--- config.mk ---
export PLATFORM = sky130hd
export DESIGN_NAME = phase_word_merger
export DESIGN_NICKNAME = d
export VERILOG_FILES = /design/src/rtl/phase_word_merger.sv
export SDC_FILE = /design/constraint.sdc
export NUM_CORES = 1
export LEC_CHECK = 0
export ABC_AREA = 0
export BUFFER_PORTS_ARGS = -buffer_cell sky130_fd_sc_hd__buf_2
export CORE_ASPECT_RATIO = 0.7
export CORE_MARGIN = 2
export CORE_UTILIZATION = 30
export DETAILED_ROUTE_END_ITERATION = 6
export GPL_ROUTABILITY_DRIVEN = 0
export SLEW_MARGIN = 15
export SYNTH_ARGS = -nofsm -noshare
export SYNTH_HDL_FRONTEND = slang
export SYNTH_SLANG_ARGS = --single-unit
--- constraint.sdc ---
create_clock -name CLKin -period 8.02 [get_ports CLKin]
set_clock_uncertainty 0.15 [all_clocks]
set_input_delay 1.203 -clock CLKin [delete_from_list [all_inputs] [get_ports CLKin]]
set_output_delay 1.203 -clock CLKin [all_outputs]
set_load 0.05 [all_outputs]
--- src/rtl/phase_word_merger.sv ---
// Reassembles four one-hot-phased samples into one wide word and queues it in a 2-entry FIFO.
// Optional PHASE_ERR_CNT_EN adds an 8-bit saturating phase_err counter on port err_cnt.
module phase_word_merger #(
    parameter int unsigned DW      = 8,
    parameter int unsigned TIMEOUT = 15
) (
    input  logic            CLKin,
    input  logic            rst,
    input  logic [3:0]      phase,
    input  logic [DW-1:0]   din,
    output logic [4*DW-1:0] word_out,
    output logic            word_valid,
    input  logic            word_ready,
    output logic            locked,
    output logic            phase_err,
    output logic            overflow
`ifdef PHASE_ERR_CNT_EN
    ,
    output logic [7:0]      err_cnt
`endif
);

    localparam int unsigned IW = $clog2(TIMEOUT + 1);

    typedef enum logic [0:0] {StHunt, StTrack} state_e;

    state_e              state_q, state_d;
    logic [3:0]          exp_phase_q, exp_phase_d;
    logic [3*DW-1:0]     part_q, part_d;
    logic [IW-1:0]       idle_q, idle_d;
    logic                phase_err_q, phase_err_d;
    logic                push;
    logic [4*DW-1:0]     push_word;

    logic [4*DW-1:0]     mem_q [2];
    logic                rd_ptr_q, wr_ptr_q;
    logic [1:0]          cnt_q;
    logic                overflow_q;
    logic                pop, push_ok, drop;

    // Sequencer tracking: lanes 0..2 are staged, lane 3 comes straight from din.
    always_comb begin
        state_d     = state_q;
        exp_phase_d = exp_phase_q;
        part_d      = part_q;
        idle_d      = idle_q;
        phase_err_d = 1'b0;
        push        = 1'b0;
        push_word   = {din, part_q};

        unique case (state_q)
            StHunt: begin
                if (phase == 4'h1) begin
                    part_d      = {{(2*DW){1'b0}}, din};
                    exp_phase_d = 4'h2;
                    idle_d      = '0;
                    state_d     = StTrack;
                end
            end
            StTrack: begin
                if (phase == exp_phase_q) begin
                    idle_d      = '0;
                    exp_phase_d = {exp_phase_q[2:0], exp_phase_q[3]};
                    case (exp_phase_q)
                        4'h1:    part_d[DW-1:0]      = din;
                        4'h2:    part_d[2*DW-1:DW]   = din;
                        4'h4:    part_d[3*DW-1:2*DW] = din;
                        default: begin
                            push   = 1'b1;
                            part_d = '0;
                        end
                    endcase
                end else if (phase == 4'h0) begin
                    // Saturating idle count; hitting TIMEOUT silently drops lock.
                    if (idle_q != IW'(TIMEOUT)) begin
                        idle_d = idle_q + IW'(1);
                    end
                    if (idle_d == IW'(TIMEOUT)) begin
                        state_d     = StHunt;
                        part_d      = '0;
                        exp_phase_d = 4'h1;
                    end
                end else if (phase == 4'h1) begin
                    // Early restart: resynchronise on the new phase-1 sample without leaving TRACK.
                    phase_err_d = 1'b1;
                    part_d      = {{(2*DW){1'b0}}, din};
                    exp_phase_d = 4'h2;
                    idle_d      = '0;
                end else begin
                    phase_err_d = 1'b1;
                    part_d      = '0;
                    exp_phase_d = 4'h1;
                    state_d     = StHunt;
                end
            end
            default: state_d = StHunt;
        endcase
    end

    always_ff @(posedge CLKin) begin
        if (rst) begin
            state_q     <= StHunt;
            exp_phase_q <= 4'h1;
            part_q      <= '0;
            idle_q      <= '0;
            phase_err_q <= 1'b0;
        end else begin
            state_q     <= state_d;
            exp_phase_q <= exp_phase_d;
            part_q      <= part_d;
            idle_q      <= idle_d;
            phase_err_q <= phase_err_d;
        end
    end

    // A full FIFO still accepts a push when the head leaves on the same edge.
    assign pop     = (cnt_q != 2'd0) && word_ready;
    assign push_ok = push && ((cnt_q != 2'd2) || pop);
    assign drop    = push && !push_ok;

    always_ff @(posedge CLKin) begin
        if (rst) begin
            mem_q[0]   <= '0;
            mem_q[1]   <= '0;
            rd_ptr_q   <= 1'b0;
            wr_ptr_q   <= 1'b0;
            cnt_q      <= 2'd0;
            overflow_q <= 1'b0;
        end else begin
            if (push_ok) begin
                mem_q[wr_ptr_q] <= push_word;
                wr_ptr_q        <= ~wr_ptr_q;
            end
            if (pop) begin
                rd_ptr_q <= ~rd_ptr_q;
            end
            cnt_q <= cnt_q + 2'(push_ok) - 2'(pop);
            if (drop) begin
                overflow_q <= 1'b1;
            end
        end
    end

    assign word_out   = mem_q[rd_ptr_q];
    assign word_valid = (cnt_q != 2'd0);
    assign locked     = (state_q == StTrack);
    assign phase_err  = phase_err_q;
    assign overflow   = overflow_q;

`ifdef PHASE_ERR_CNT_EN
    logic [7:0] err_cnt_q;

    always_ff @(posedge CLKin) begin
        if (rst) begin
            err_cnt_q <= 8'd0;
        end else if (phase_err_d && (err_cnt_q != 8'hFF)) begin
            err_cnt_q <= err_cnt_q + 8'd1;
        end
    end

    assign err_cnt = err_cnt_q;
`endif

endmodule

# Yosys cells after proc, flatten, opt, wreduce, memory -nomap -nowiden
# Memory sizes are Yosys's and may differ from the RTL's. A register that Yosys moved wholly into a read port is not among the register bits.
# Cells that the tools add are included.
[op_classes]
n_addsub = 3
n_bitwise = 3
n_mux = 42
eq_ne = 13
reduce_logical = 17
[ops]
columns = ["op", "n"]
rows = [
  ["2-to-1 mux 24 bit", 4],
  ["one-hot mux 24 bit (2 select lines)", 1],
  ["one-hot mux 8 bit (2 select lines)", 3],
  ["2-to-1 mux 4 bit", 11],
  ["2-to-1 mux 32 bit", 1],
  ["OR reduction 32 bit", 1],
  ["2-to-1 mux 1 bit", 17],
  ["one-hot mux 4 bit (2 select lines)", 2],
  ["!= test 3 bit, second input constant", 3],
  ["AND reduction 3 bit", 3],
  ["equality test 4 x 1 -> 1 bit, second input constant", 2],
  ["2-to-1 mux 8 bit", 1],
  ["OR reduction 2 bit", 3],
  ["OR reduction 3 bit", 2],
  ["adder 4 x 1 -> 4 bit, second input constant", 1],
  ["equality test 4 x 2 -> 1 bit, second input constant", 1],
  ["equality test 4 x 3 -> 1 bit, second input constant", 1],
  ["equality test 4 bit", 1],
  ["equality test 4 bit, second input constant", 1],
  ["zero test 4 bit", 1],
  ["!= test 2 bit, second input constant", 2],
  ["!= test 4 x 3 -> 1 bit, second input constant", 1],
  ["!= test 4 bit, second input constant", 1],
  ["logical AND 1 bit", 3],
  ["9 further kinds", 11],
]
[word_totals]
n_memories = 1
mem_bits_rw = 64
register_bits = 39
[mem_list]
columns = ["name", "depth", "width", "read_ports", "rd_clocked_by_memory_dff", "wr", "line_no", "text"]
rows = [
  ["mem_q", 2, 32, 1, 1, 2, "35", "logic [4*DW-1:0] mem_q [2];"],
]

# Depth between registers and ports, before layout
[depth]
word_depth = 11
depth_mapped = 13
depth_no_buf = 10

# Worst setup path after synthesis
# No wires, ideal clock.
[synth_path]
path_kind = "input -> register"
from = "input phase[0]"
to = "memory mem_q[0][0] (netlist name), enable pin"
path_buffers = 3
arrival_ps = 3958
setup_ps = 428
cell_stages = 8
t_required_ps = 7442
slack_ps = 3484
path_cell_list = "buf_2 xnor2_1 and4bb_4 o211ai_4 or2_1 buf_6 buf_6 o21bai_1"
[synth_rtl]
columns = ["element", "line_no", "text"]
rows = [
  ["start: declaration", "9", "input logic [3:0] phase,"],
  ["end: declaration", "35", ""],
]

==> results.toml <==
[global_route]
grt_start_max_net_pins = 53
grt_pass1_wl_um = 16300
number_of_antenna_violations_at_the_first_check_in_global_routing = 0
groute.usage.overall = 0.126
global_route.overflow_total = 0
first_global_vias = 3096

[floorplan]
start_util = 0.306
rows = 38
die_height_um = 109
die-area_um2 = 16700
boundaryPins = 51
fp.dieW_um = 154
core_area_um2 = 15400

[power]
power.density_cell_area_nw_per_um2 = 202
power.share.clock = 0.369
power_report.internal_total_mw = 0.819
power.total_mw = 1.08
ir_worst_vdd_mv = 0.0929
cellLeakagePower_nw = 1.92
comb_pwr_share = 0.092
p_sw_frac = 0.245
power_frac_seq = 0.540
p_sw_mw = 0.266

[clock_tree]
cts_h_tree_lvls = 3
post_cts_buffers = 0
post_cts_hold_buffers = 0
cts-buffers-inserted = 9
clock_tree.root_cell = "sky130_fd_sc_hd__clkbuf_16"
clk_latency_ns = 0.34
worst_setup_hold_path_clk_slew_ns = 0.07
clock_tree_from_tritoncts = "done"
clock_tree_sinks = 104
post_cts_resize_count = 0
max-clock-path-buffers = 2

[finish]
layout.cells.most_common_list = "sky130_fd_sc_hd__edfxtp_1 (64), sky130_fd_sc_hd__buf_2 (50), sky130_fd_sc_hd__and2_1 (43), sky130_fd_sc_hd__dfxtp_1 (40), sky130_fd_sc_hd__mux2_2 (32)"
mostFrequentLayoutCell = "sky130_fd_sc_hd__edfxtp_1"
antenna_cells_inserted = 0
final_nets = 444
final_layout_size_suffix_gt1_frac = 0.271
area.growth.synth_to_final_pct = 14.0

[yosys]
number_of_flops_mapped_to_enable_cells_by_yosys = 64
synthesis.area_per_instance_um2 = 12.0
ys.flop_type = "sky130_fd_sc_hd__edfxtp_1"
asyncSetResetFlopFracSynth = 0
netlist_instances = 391
ys_seq_area_frac = 0.578
synth.net_count = 409
post_synth_instance_area_um2 = 4710
post_synth_num_cell_types = 51
synth-seq-cells = 104
yosysWarnings = 0

[sta]
max_slew_margin = 0.314
grt_setup_unrepaired = "no"
period_minus_slack_ns = 4.09
final.setup.tns_ns = 0
achievable-frequency_mhz = 245
final-setup-viol-count = 0
worst_pin_slew_ns = 1.03
timing.final.crit_share = 0.510
finalMaxSlewViolations = 0
finalHoldViolations = 0

[drt]
drc_errors_left = 0
avgViaCountPerCell = 4.81
wl_met1_um = 4930
vias = 3033
routed_wire_per_std_cell_um = 15.6
met2_wirelength_um = 4330
top_layer_used = "met4"
wl_um = 9820
routed-wl-met3_um = 508
drt_iter0_markers = 227
final_antenna_net_count = 0
dr.pass1.iters = 5

[min_path]
worst_hold_path_type = "flip-flop to flip-flop"

[setup_path]
kind_of_cell_adding_the_most_delay_to_the_critical_path = "simple AND/OR/NAND/NOR gates"
critical-path-max-stage-delay_ns = 0.81
cp_data_arrival_time_ns = 3.90
critPathMaxFanout = 52
worstSetupStartpointType = "input pin"
timing.critical_path.to_type = "flip-flop"
path_buf_inv = 1
cpMaxStageDelayCell = "sky130_fd_sc_hd__nor3_1"
worstSetupPathType = "input pin to flip-flop"
crit_chain = "buf_2 -> nand2b_1 -> nor3_1 -> or2_2"
critical_path_required_ns = 7.84

[place]
hpwlAfterDp_um = 6970
io_buffers = 50

[status]
outcome = "completed"

[flow_run]
maximum_capacitance_violations = 0
==> cell type report <==
cell class	instances	area, µm²
Fill cell	1538	10000
Timing Repair Buffer	53	273
Tap cell	200	250
Clock buffer	10	229
Clock inverter	6	40.0
Inverter	30	113
Multi-Input combinational cell	228	1740
Sequential cell	104	2720
==> flip-flops by register name (all words and copies together) (netlist names), named ones only <==
signal	count
overflow	1
mem_q	64
locked	1
part_q	24
rd_ptr_q	1
cnt_q	2
phase_err	1
wr_ptr_q	1
exp_phase_q	4
idle_q	4
==> final timing paths <==
kind	startpoint	slack, ns	cells after the start	to
min reg2reg	overflow	0.31	2	overflow
max reg2reg	exp_phase_q[2]	4.51	6	mem_q[0][17]
min	overflow	0.31	2	overflow
max	rst	3.93	4	mem_q[1][21]
==> per-stage QoR <==
stage	hold slack [ns]	util	area, µm²	cells	worst slack [ns]
after floorplan	0.323	-	4710	391	3.48
after global routing	0.346	0.348	5370	631	3.63
final	0.310	0.348	5370	631	3.93
after CTS	0.308	0.348	5370	631	3.91
after global placement	0.304	0.331	5100	615	3.72
after detailed placement	0.292	0.331	5100	615	3.54
==> synth_stat cells (2+ instances only) <==
cell	n	share of area
sky130_fd_sc_hd__a31oi_1	2	0.0027
sky130_fd_sc_hd__nand2_1	4	0.0032
sky130_fd_sc_hd__nor2_1	12	0.0096
sky130_fd_sc_hd__buf_1	4	0.0032
sky130_fd_sc_hd__mux2i_1	2	0.0043
sky130_fd_sc_hd__xor2_1	4	0.0074
sky130_fd_sc_hd__a21oi_1	6	0.0064
sky130_fd_sc_hd__nand3_1	4	0.0043
sky130_fd_sc_hd__and2_1	43	0.057
sky130_fd_sc_hd__o21ai_0	5	0.0053
sky130_fd_sc_hd__buf_6	4	0.0096
sky130_fd_sc_hd__mux2_2	32	0.077
sky130_fd_sc_hd__nand2b_1	11	0.015
sky130_fd_sc_hd__xnor2_1	6	0.011
sky130_fd_sc_hd__nor2b_1	4	0.0053
sky130_fd_sc_hd__nor4_2	2	0.0053
sky130_fd_sc_hd__nor3_1	29	0.031
sky130_fd_sc_hd__edfxtp_1	64	0.41
sky130_fd_sc_hd__inv_1	30	0.024
sky130_fd_sc_hd__ha_1	3	0.0080
sky130_fd_sc_hd__clkbuf_1	17	0.014
sky130_fd_sc_hd__nand3b_1	3	0.0048
sky130_fd_sc_hd__nor4_1	3	0.0040
sky130_fd_sc_hd__a31oi_2	2	0.0053
sky130_fd_sc_hd__or2_2	4	0.0053
sky130_fd_sc_hd__o32ai_1	24	0.045
sky130_fd_sc_hd__dfxtp_1	40	0.17
sky130_fd_sc_hd__a22oi_1	2	0.0032
sky130_fd_sc_hd__buf_2	3	0.0032
==> worst min-delay path, stage by stage (launching register included) <==
cell and delay, ns:
sky130_fd_sc_hd__dfxtp_1 0.31, sky130_fd_sc_hd__inv_1 0.05, sky130_fd_sc_hd__a21oi_1 0.05
==> layer usage <==
metal | vias to the layer above | track usage
met2 | 71 | 0.197
li1 | 1497 | -
met5 | - | 0
met1 | 1461 | 0.174
met4 | 0 | 0.0367
met3 | 4 | 0.0334
==> power by group through the flow <==
| stage | combinational, mW | clock [mW] | sequential (mW) |
|---|---|---|---|
| 2_1_floorplan | 0.0772 | 0 | 0.595 |
| 6_report | 0.0995 | 0.400 | 0.586 |
| 3_5_place_dp | 0.100 | 0 | 0.598 |
| 3_3_place_gp | 0.0991 | 0 | 0.597 |
| 4_1_cts | 0.101 | 0.412 | 0.586 |
| 5_1_grt | 0.107 | 0.436 | 0.587 |
==> cells by family (layout without fill, tap and decap cells) <==
| family | after synthesis | in the layout | synth area share |
|---|---|---|---|
| flip-flops | 104 | 104 | 0.578 |
| multiplexers | 34 | 34 | 0.0808 |
| AND/OR/NAND/NOR | 128 | 128 | 0.161 |
| XOR/XNOR | 11 | 11 | 0.0221 |
| buffers and inverters | 59 | 99 | 0.0545 |
| AO/OA/AOI/OAI | 52 | 52 | 0.0957 |
| adder cells (fa/ha/maj) | 3 | 3 | 0.00798 |
(Power assumes the default switching activity.)
